===== src/rtl/spi_pkg.sv =====
// Shared types and defaults for the mode-3 SPI master.
package spi_pkg;

  localparam int SPI_FRAME_BITS_DEF = 32;
  localparam int SPI_CLK_DIV_DEF    = 8;

  // Mode 3: SCK idles high, data sampled on the rising edge.
  localparam logic SPI_CPOL = 1'b1;
  localparam logic SPI_CPHA = 1'b1;

  typedef enum logic [2:0] {
    ST_IDLE,
    ST_SETUP,
    ST_SHIFT,
    ST_HOLD,
    ST_GAP
  } spi_state_e;

endpackage


===== src/rtl/spi_clk_div.sv =====
// Half-period tick generator: one-cycle tick every CLK_DIV enabled cycles.
module spi_clk_div
  import spi_pkg::*;
#(
  parameter int CLK_DIV = SPI_CLK_DIV_DEF
) (
  input  logic clk_i,
  input  logic srst_i,
  input  logic en_i,
  input  logic clr_i,
  output logic tick_o
);

  localparam int CW = $clog2(CLK_DIV);
  localparam logic [CW-1:0] CNT_LAST = CW'(CLK_DIV - 1);

  logic [CW-1:0] cnt_q, cnt_d;

  always_comb begin
    cnt_d = cnt_q;
    if (clr_i) begin
      cnt_d = '0;
    end else if (en_i) begin
      cnt_d = (cnt_q == CNT_LAST) ? '0 : cnt_q + 1'b1;
    end
  end

  // A clear restarts the phase, so it also suppresses a coincident tick.
  assign tick_o = en_i && !clr_i && (cnt_q == CNT_LAST);

  always_ff @(posedge clk_i) begin
    if (srst_i) begin
      cnt_q <= '0;
    end else begin
      cnt_q <= cnt_d;
    end
  end

endmodule


===== src/rtl/spi_master.sv =====
// SPI master, mode 3 (CPOL=1, CPHA=1), MSB first, fixed FRAME_BITS per SSEL-low frame.
// Define SPI_MASTER_LOOPBACK_EN to feed the receive shifter from MOSI instead of MISO.
module spi_master
  import spi_pkg::*;
#(
  parameter int FRAME_BITS = SPI_FRAME_BITS_DEF,
  parameter int CLK_DIV    = SPI_CLK_DIV_DEF
) (
  input  logic                  CLK,
  input  logic                  RST,
  input  logic                  START,
  input  logic [FRAME_BITS-1:0] TX_DATA,
  output logic [FRAME_BITS-1:0] RX_DATA,
  output logic                  BUSY,
  output logic                  DONE,
  output logic                  SCK,
  output logic                  SSEL,
  output logic                  MOSI,
  input  logic                  MISO
);

  localparam int BW = $clog2(FRAME_BITS + 1);
  localparam logic [BW-1:0] BIT_LAST = BW'(FRAME_BITS);

  spi_state_e            state_q, state_d;
  logic [FRAME_BITS-1:0] tx_sh_q, tx_sh_d;
  logic [FRAME_BITS-1:0] rx_sh_q, rx_sh_d;
  logic [FRAME_BITS-1:0] rx_data_q, rx_data_d;
  logic [BW-1:0]         bit_cnt_q, bit_cnt_d;
  logic                  sck_q, sck_d;
  logic                  ssel_q, ssel_d;
  logic                  mosi_q, mosi_d;
  logic                  done_q, done_d;
  logic                  tick;
  logic                  accept;
  logic                  rx_bit;

  assign accept = (state_q == ST_IDLE) && START;

  spi_clk_div #(
    .CLK_DIV(CLK_DIV)
  ) u_clk_div (
    .clk_i (CLK),
    .srst_i(RST),
    .en_i  (BUSY),
    .clr_i (accept),
    .tick_o(tick)
  );

`ifdef SPI_MASTER_LOOPBACK_EN
  logic unused_miso;
  assign unused_miso = MISO;
  assign rx_bit      = mosi_q;
`else
  assign rx_bit = MISO;
`endif

  always_ff @(posedge CLK) begin
    if (RST) begin
      state_q   <= ST_IDLE;
      tx_sh_q   <= '0;
      rx_sh_q   <= '0;
      rx_data_q <= '0;
      bit_cnt_q <= '0;
      sck_q     <= SPI_CPOL;
      ssel_q    <= 1'b1;
      mosi_q    <= 1'b0;
      done_q    <= 1'b0;
    end else begin
      state_q   <= state_d;
      tx_sh_q   <= tx_sh_d;
      rx_sh_q   <= rx_sh_d;
      rx_data_q <= rx_data_d;
      bit_cnt_q <= bit_cnt_d;
      sck_q     <= sck_d;
      ssel_q    <= ssel_d;
      mosi_q    <= mosi_d;
      done_q    <= done_d;
    end
  end

  // SHIFT keeps the trailing high half-period after the last rise before HOLD.
  always_comb begin
    state_d = state_q;
    unique case (state_q)
      ST_IDLE:  if (START) state_d = ST_SETUP;
      ST_SETUP: if (tick) state_d = ST_SHIFT;
      ST_SHIFT: if (tick && sck_q && (bit_cnt_q == BIT_LAST)) state_d = ST_HOLD;
      ST_HOLD:  if (tick) state_d = ST_GAP;
      ST_GAP:   if (tick) state_d = ST_IDLE;
      default:  state_d = ST_IDLE;
    endcase
  end

  always_comb begin
    tx_sh_d   = tx_sh_q;
    rx_sh_d   = rx_sh_q;
    rx_data_d = rx_data_q;
    bit_cnt_d = bit_cnt_q;
    sck_d     = sck_q;
    ssel_d    = ssel_q;
    mosi_d    = mosi_q;
    done_d    = 1'b0;
    unique case (state_q)
      ST_IDLE: begin
        sck_d = SPI_CPOL;
        if (START) begin
          tx_sh_d   = TX_DATA;
          rx_sh_d   = '0;
          bit_cnt_d = '0;
          ssel_d    = 1'b0;
          mosi_d    = TX_DATA[FRAME_BITS-1];
        end
      end
      ST_SETUP: begin
        // First fall: the MSB is already on MOSI.
        if (tick) sck_d = 1'b0;
      end
      ST_SHIFT: begin
        if (tick) begin
          if (!sck_q) begin
            sck_d     = 1'b1;
            rx_sh_d   = {rx_sh_q[FRAME_BITS-2:0], rx_bit};
            bit_cnt_d = bit_cnt_q + 1'b1;
          end else if (bit_cnt_q != BIT_LAST) begin
            sck_d   = 1'b0;
            tx_sh_d = {tx_sh_q[FRAME_BITS-2:0], 1'b0};
            mosi_d  = tx_sh_q[FRAME_BITS-2];
          end
        end
      end
      ST_HOLD: begin
        if (tick) begin
          ssel_d    = 1'b1;
          mosi_d    = 1'b0;
          done_d    = 1'b1;
          rx_data_d = rx_sh_q;
        end
      end
      ST_GAP: begin
      end
      default: begin
      end
    endcase
  end

  assign RX_DATA = rx_data_q;
  assign BUSY    = (state_q != ST_IDLE);
  assign DONE    = done_q;
  assign SCK     = sck_q;
  assign SSEL    = ssel_q;
  assign MOSI    = mosi_q;

endmodule

===== config.mk =====
export PLATFORM = sky130hd
export DESIGN_NAME = spi_master
export DESIGN_NICKNAME = d
export VERILOG_FILES = /design/src/rtl/spi_pkg.sv /design/src/rtl/spi_clk_div.sv /design/src/rtl/spi_master.sv
export SDC_FILE = /design/constraint.sdc
export NUM_CORES = 1
export LEC_CHECK = 0
export CAP_MARGIN = 10
export CORE_MARGIN = 4
export CORE_UTILIZATION = 40
export CTS_CLUSTER_DIAMETER = 100
export DETAILED_ROUTE_END_ITERATION = 8
export REMOVE_ABC_BUFFERS = 1
export SLEW_MARGIN = 20
export SYNTH_ARGS = -nofsm -noshare
export SYNTH_HDL_FRONTEND = slang
export SYNTH_SLANG_ARGS = --single-unit

===== constraint.sdc =====
create_clock -name CLK -period 4.7 [get_ports CLK]
set_input_delay 0.47 -clock CLK [delete_from_list [all_inputs] [get_ports CLK]]
set_output_delay 0.47 -clock CLK [all_outputs]
set_load 0.05 [all_outputs]

==> results of run 1 <==
==> power breakdown <==
| part | internal (mW) | switching [mW] | leakage [nW] |
|---|---|---|---|
| logic | 0.0700 | 0.0859 | 0.762 |
| clock network | 0.420 | 0.361 | 0.143 |
| registers | 0.963 | 0.0140 | 0.903 |
==> sequential cells by signal, indices dropped and copies added (netlist names) <==
signal and count:
SCK 1, state_q 3, SSEL 1, bit_cnt_q 6
DONE 1, MOSI 1, rx_sh_q 32, u_clk_div.cnt_q 3
tx_sh_q 31, RX_DATA 32
==> area by class of cell <==
type                       instances  area [um2]  area share
inverter                           4       15.01    0.002595
timing repair buffer              82       800.8      0.1384
clock buffer                       9       225.2     0.03893
clock inverter                     7       80.08     0.01384
sequential                       111        2226      0.3847
tap                              143       178.9     0.03093
multi-input combinational        359        2260      0.3906
==> final timing paths <==
path | from | endpoint | cells past startpoint
min | RX_DATA[12]$_SDFFE_PP0P_ | RX_DATA[12]$_SDFFE_PP0P_ | 2
max reg2reg | state_q[1]$_SDFFE_PP0P_ | rx_sh_q[0]$_SDFFE_PP0P_ | 6
max | state_q[1]$_SDFFE_PP0P_ | BUSY | 3
min reg2reg | RX_DATA[12]$_SDFFE_PP0P_ | RX_DATA[12]$_SDFFE_PP0P_ | 2
==> per-layer routing <==
metal / vias to the layer above / wire length, um
met5: - / 0
met4: 0 / 142
met3: 12 / 424
met2: 74 / 4888
met1: 1799 / 4872
li1: 1948 / -
==> synthesized netlist by cell type (5+ instances only) <==
master	count
dfxtp_1	111
nand2_1	102
a21oi_1	71
nor3_1	35
nand4_1	34
a211oi_2	30
mux2i_1	30
buf_2	26
clkbuf_1	15
buf_6	7
nor2_1	5
o211ai_1	5
xor2_1	5
==> critical path, cell delays in order (launching register included) <==
cell and delay [ns]:
dfxtp_4 1.04, nor2_1 0.24, inv_1 0.10, clkdlybuf4s50_1 0.80
==> cells by family (layout without fill, tap and decap cells) <==
family / count (synthesis) / count (layout) / synth area share
mux: 31 / 31 / 0.06503
fa+ha+maj: 4 / 4 / 0.01045
buf+inv: 57 / 102 / 0.06555
compound gates: 120 / 120 / 0.1875
flops: 111 / 111 / 0.4638
xor+xnor: 5 / 5 / 0.009140
simple gates: 199 / 199 / 0.1985
==> per-stage QoR <==
step / std cells / util / cell area, um2
floorplan: 474 / - / 4492
global placement: 698 / 0.4726 / 5465
detailed placement: 699 / 0.4739 / 5480
CTS: 715 / 0.5003 / 5786
global route: 715 / 0.5003 / 5786
finish: 715 / 0.5003 / 5786
==> run metrics, run 1 <==
met1 Track Usage GR=0.1888; post-route ant nets=0; Placer Congestion=between 0.7 and 0.8; number of global-route vias before repair=roughly 3,800; Max-cap violations=0; DRC viols=0; detailed placement HPWL=between 6000 and 7000 um; commonest non-fill, non-tap cell in the layout=dfxtp_1; most frequent cells in the layout=110 x dfxtp_1, 102 x nand2_1, 71 x a21oi_1, 71 x clkdlybuf4s50_1, 35 x nor3_1; core area=0.01156 mm2; Row Count=39; Initial DRC Count=around 200; leakage=1.808 nW; # H-tree levels=3; Initial Utilization=0.4143; Async SR Flop Fraction=0; crit path launch type=register; fin crit share=0.6395; Critical Path AT=2.54 ns; Critical Path RT=4.23 ns; Clock Pin Slew Worst Setup and Hold Paths=0.08 ns; #FFs+latches synth=111; Final Hold Slack=~0.46 ns; Routed WL=roughly 10,000 um; wire per inst=14.44 um; Critical Path End Type=primary output; first-pass GRT wire length=17,630 um; Initial DRT Pass Iterations=4; post-synthesis cell type count=43; R2R setup slack=1.85 ns; final-report max-slew violation count=0; GR Util met2=0.2514; clk root buf=clkbuf_16; Post-Syn Area=0.004791 mm2; nets=607; Die Wd=117.4 um; met3 Resource Use GR=0.03609; GRT Resource Usage Total=0.1502; main area contributors after synthesis=dfxtp_1 46%, nand2_1 8.0%, a211oi_2 7.8%, a21oi_1 7.4%, mux2i_1 6.3%; Tmin final=between 3 and 4 ns; IO Pins=73; vias per cell=5.361; grt ovf=0; Setup Buffers After CTS=0; CTS tree=built; fillers=1,111; number of diodes=0; Resized cells post-CTS=0; Yosys top cell area share=0.4638; Sink Count=111; worst-margin pin slew=1.041 ns; largest net degree at the start of global routing=83; share of post-route cells with drive strength above 1=0.1101; dpl ws=1.829 ns; sequential-to-total area share from yosys stat=0.4638; max_slew headroom=0.3060; clk_skew=0.005970 ns; CTS Buf Count=9; worst-path fanout max=81; Clk Latency, worst-skew pair=0.35 ns; Via Count=3,833; die height=117.4 um; hold_buf cts=0; Hold Fails Final Rpt=0; Final setup viols=0; status=complete, no violations; P&R area growth vs syn=20.76%; setup TNS=0 ns; Clock Path Buffers=2; Peak supply drop=about 0.16 mV; Hold WC Path Type=reg -> reg; grt peak-use layer=met2; setup ws final=1.694 ns; ys flop type=dfxtp_1; unrepaired setup endpoints after global routing=false; Syn Inst Count=between 500 and 600; die area=0.01379 mm2; Post-synth EDFFs=0; overall power=1.915 mW; synthesized area per cell=just over 9 um2; Pwr per Cell Area=331.0 mW/mm2; post-synth top area cell=dfxtp_1; initial antenna violation count=0; PortBufs=72; synth warn=0; max frequency=332.7 MHz; Setup Crit Path Kind=reg -> out
Note: power is estimated with default switching activity, not from simulation.
==> run 2, diff against run 1 <==
==> constraint.sdc (replaced) <==
create_clock -name CLK -period 3 [get_ports CLK]
set_input_delay 0.3 -clock CLK [delete_from_list [all_inputs] [get_ports CLK]]
set_output_delay 0.3 -clock CLK [all_outputs]
set_load 0.05 [all_outputs]
==> run 2 against run 1 <==
Critical endpoint unchanged. Design area increased by 0.28%. Sequential share of layout area decreased by 0.11 points. Clock skew increased by 0.0011 ns. Largest power group unchanged. Die area unchanged.
==> run metrics, run 2 (same netlist as run 1, synthesis figures left out) <==
Initial DRT Pass Iterations=4; post-route ant nets=0; CTS Buf Count=9; Core Util, Final=0.5017; Final setup viols=0; fillers=1,130; die area=0.01379 mm2; die height=~120 um; max frequency=409.1 MHz; critical path's largest stage delay=approximately 0.79 ns; Resized cells post-CTS=0; Initial DRC Count=~210; Setup Buffers After CTS=0; worst-margin pin slew=0.8466 ns; clk_skew=about 0.0071 ns; leakage=1.818 nW; Critical Path End Type=primary output; CP max stage cell=clkdlybuf4s50_1; wire per inst=14.55 um; CTS tree=built; Die Wd=117.4 um; Initial Utilization=0.4143; largest net degree at the start of global routing=69; PortBufs=72; Sink Count=about 110; share of post-route cells with drive strength above 1=0.1130; # H-tree levels=3; vias per cell=5.366; number of global-route vias before repair=3,856; DRC viols=0; Clock Pin Slew Worst Setup and Hold Paths=0.08 ns; Critical Path RT=~2.7 ns; Buf/Inv on CP=2; most frequent cells in the layout=110 x dfxtp_1, 102 x nand2_1, 71 x a21oi_1, 71 x clkdlybuf4s50_1, 35 x nor3_1; Max-cap violations=0; worst path cell trace=or2_4, nor2_1, inv_1, clkdlybuf4s50_1; R2R setup slack=0.72 ns; register cell area after layout=0.002226 mm2; P&R area growth vs syn=21.10%; nets=610; Row Count=39; Tmin final=~2.4 ns; IO Pins=73; max_slew headroom=0.4356; Final Hold Slack=between 0.4 and 0.5 ns; core area=0.01156 mm2; Routed WL=10,450 um; cell family with most CP delay=buffers and inverters; hold_buf cts=0; Critical Path AT=2.14 ns; Hold WC Path Type=reg -> reg; Hold Fails Final Rpt=0; worst-path fanout max=13; status=complete, no violations; Worst Reg2Reg Path Length in Cells=7; clk root buf=clkbuf_16; Clk Latency, worst-skew pair=0.34 ns; detailed placement HPWL=6518 um; Peak supply drop=0.2966 mV; crit path launch type=register; grt ovf=0; initial antenna violation count=0; number of diodes=0; Placer Congestion=0.7306; unrepaired setup endpoints after global routing=false; Clock Path Buffers=2; footprint of the multi-input gates=0.002260 mm2; final-report max-slew violation count=0; hold path cells=2; Pwr per Cell Area=503.5 mW/mm2; fin crit share=0.8149; Via Count=3,853; Crit. path cell count=4; Setup Crit Path Kind=reg -> out; first-pass GRT wire length=18,130 um; GRT Resource Usage Total=0.1522; commonest non-fill, non-tap cell in the layout=dfxtp_1
-- run 2: cell types whose count changed in the layout (fill, tap and decap cells not counted) --
cell / change
bufinv_16: -1
buf_4: +2
buf_8: -1
inv_6: -1
clkbuf_1: +1
buf_12: +2
inv_8: +1
-- run 2: tightest hold or removal path: stages, from the launching register on --
cell and delay (ns):
dfxtp_1 0.31, nand2_1 0.05, a21oi_1 0.05
-- run 2: final cells by class --
cell class / instances / area share
Sequential cell: 111 / 0.3837
Clock inverter: 6 / 0.009058
Clock buffer: 10 / 0.03947
Multi-Input combinational cell: 359 / 0.3895
Tap cell: 143 / 0.03084
Inverter: 4 / 0.002588
Timing Repair Buffer: 85 / 0.1449
-- run 2: final timing paths --
check                              to                       startpoint
max                              BUSY          state_q[0]$_SDFFE_PP0P_
min          RX_DATA[27]$_SDFFE_PP0P_         RX_DATA[27]$_SDFFE_PP0P_
max reg2reg  tx_sh_q[10]$_SDFFE_PP0P_  u_clk_div.cnt_q[0]$_SDFFE_PP0N_
min reg2reg  RX_DATA[27]$_SDFFE_PP0P_         RX_DATA[27]$_SDFFE_PP0P_
-- run 2: where the power goes --
group          internal (mW)  switching [mW]
Clock                  0.578           0.561
Sequential              1.51          0.0230
Combinational          0.113           0.137
Total                   2.20           0.721
-- run 2: layer usage --
metal / up-vias / track usage / routed length [um] / part of all wire
met5: - / 0 / 0 / 0
met4: 0 / 0.03519 / 80 / 0.0077
met3: 8 / 0.03561 / 437 / 0.042
met2: 84 / 0.2551 / 5063 / 0.48
met1: 1808 / 0.1999 / 4868 / 0.47
li1: 1953 / - / - / -
-- run 2: per-stage QoR --
step                setup slack, ns  cells  total power [mW]  area [um2]  TNS [ns]
floorplan                    -1.019    474             1.694        4492    -84.23
global placement             0.8030    702             1.811        5520         0
detailed placement           0.7555    702             1.818        5520         0
CTS                          0.5495    718             2.952        5802         0
global route                 0.4462    718             3.037        5802         0
finish                       0.5554    718             2.921        5802         0
==> run 3, diff against run 2 <==
==> constraint.sdc (replaced) <==
create_clock -name CLK -period 2.3 [get_ports CLK]
set_input_delay 0.23 -clock CLK [delete_from_list [all_inputs] [get_ports CLK]]
set_output_delay 0.23 -clock CLK [all_outputs]
set_load 0.05 [all_outputs]
==> run 3 against run 2 <==
Routed wire length down 1.8%. Combinational power up 34%. Count of clock-buffer cells in the layout decreased by 1. Highest routed layer unchanged. Largest power group unchanged.
==> run metrics, run 3 (same netlist as run 1, synthesis figures left out) <==
share of post-route cells with drive strength above 1=0.1181; fillers=1,111; die height=117.4 um; unrepaired setup endpoints after global routing=false; post-route ant nets=0; grt ovf=0; Top Layer Used=met4; Final setup viols=0; max_slew headroom=0.6048; setup TNS=0 ns; worst-path fanout max=30; status=complete, no violations; CTS Buf Count=9; Sink Count=111; most frequent cells in the layout=110 x dfxtp_1, 102 x nand2_1, 71 x a21oi_1, 70 x clkdlybuf4s50_1, 35 x nor3_1; max frequency=497.4 MHz; worst-margin pin slew=0.5928 ns; Clock Pin Slew Worst Setup and Hold Paths=0.07 ns; number of diodes=0; number of global-route vias before repair=3,978; clk root buf=clkbuf_16; Hold WC Path Type=in -> reg; M1 WL=4740 um; crit path launch type=register; Critical Path RT=2.52 ns; detailed placement HPWL=6536 um; Initial Utilization=0.4143; first-pass GRT wire length=18,000 um; commonest non-fill, non-tap cell in the layout=dfxtp_1; Setup Buffers After CTS=0; DRC viols=0; CTS tree=built; initial antenna violation count=0; clk_skew=0.009224 ns; Initial DRC Count=179; Initial DRT Pass Iterations=4; Routed WL=~10,000 um; wire per inst=between 10 and 15 um; IO Pins=between 70 and 80; # H-tree levels=3; Clock Path Buffers=2; met3 wire len=416 um; hold path cells=2; Die Wd=117.4 um; core area=0.01156 mm2; Core Util, Final=0.5069; largest net degree at the start of global routing=69; met2 wire len=4893 um; Resized cells post-CTS=0; Placer Congestion=about 0.76; Row Count=39; Clk Latency, worst-skew pair=0.36 ns; PortBufs=72; Via Count=3,857; leakage=approximately 1.9 nW; Peak supply drop=0.2863 mV; hold_buf cts=0; Hold Fails Final Rpt=0; Worst Reg2Reg Path Length in Cells=7; vias per cell=5.364; nets=~610; final-report max-slew violation count=0; fin crit share=0.8742; Critical Path End Type=register; Setup Crit Path Kind=reg -> reg; Pwr per Cell Area=645.6 mW/mm2; GRT Resource Usage Total=0.1547; die area=0.01379 mm2; Max-cap violations=0; Tmin final=2.011 ns; Critical Path AT=2.23 ns; P&R area growth vs syn=22.36%
## run 3: cell count changes in the layout (fill, tap and decap cells not counted), moves of 2 or more
| cell | delta |
|---|---|
| clkinv_2 | +4 |
| buf_4 | -3 |
| clkinvlp_4 | -2 |
| buf_12 | +5 |
| inv_6 | -2 |
## run 3: final timing paths
kind | slack [ns] | to | start
max | 0.29 | tx_sh_q[4]$_SDFFE_PP0P_ | u_clk_div.cnt_q[0]$_SDFFE_PP0N_
min | 0.37 | state_q[2]$_SDFFE_PP0P_ | RST
max reg2reg | 0.29 | tx_sh_q[4]$_SDFFE_PP0P_ | u_clk_div.cnt_q[0]$_SDFFE_PP0N_
min reg2reg | 0.45 | RX_DATA[16]$_SDFFE_PP0P_ | RX_DATA[16]$_SDFFE_PP0P_
## run 3: critical path, cell delays in order, from the launching register on
cell and delay, ns:
dfxtp_1 0.35, ha_1 0.16, ha_1 0.34, nand3_1 0.19
a311o_1 0.37, nand2_1 0.12, buf_12 0.22, a211oi_2 0.10
## run 3: metrics by stage
| stage | instances | total power [mW] | hold slack [ns] | area (um2) | setup slack (ns) |
|---|---|---|---|---|---|
| floorplan | 474 | 2.209 | 0.2946 | 4492 | -1.719 |
| global placement | 703 | 2.373 | 0.4420 | 5588 | 0.3621 |
| detailed placement | 703 | 2.383 | 0.4458 | 5588 | 0.2864 |
| CTS | 719 | 3.845 | 0.3560 | 5862 | 0.2798 |
| global route | 719 | 3.948 | 0.4019 | 5862 | 0.1530 |
| finish | 719 | 3.784 | 0.3700 | 5862 | 0.2894 |
## run 3: report_power, final
| group | switching (mW) | total (mW) | internal [mW] |
|---|---|---|---|
| logic | 0.177 | 0.335 | 0.158 |
| clock network | 0.712 | 1.45 | 0.738 |
| registers | 0.0300 | 2.00 | 1.97 |
| total | 0.920 | 3.78 | 2.86 |
## run 3: per-layer routing
| layer | vias up | track usage |
|---|---|---|
| met1 | 1795 | 0.1847 |
| met4 | 0 | 0.07331 |
| met5 | - | 0 |
| met2 | 82 | 0.2630 |
| met3 | 15 | 0.03609 |
| li1 | 1965 | - |
## run 3: final cells by class
type	instances	area, um2	area share
inverters	4	15.01	0.002561
clock inverters	7	48.80	0.008324
clock buffers	9	225.2	0.03842
flip-flops and latches	111	2226	0.3797
well taps	143	178.9	0.03052
multi-input cells	359	2260	0.3855
repair buffers	86	908.4	0.1550
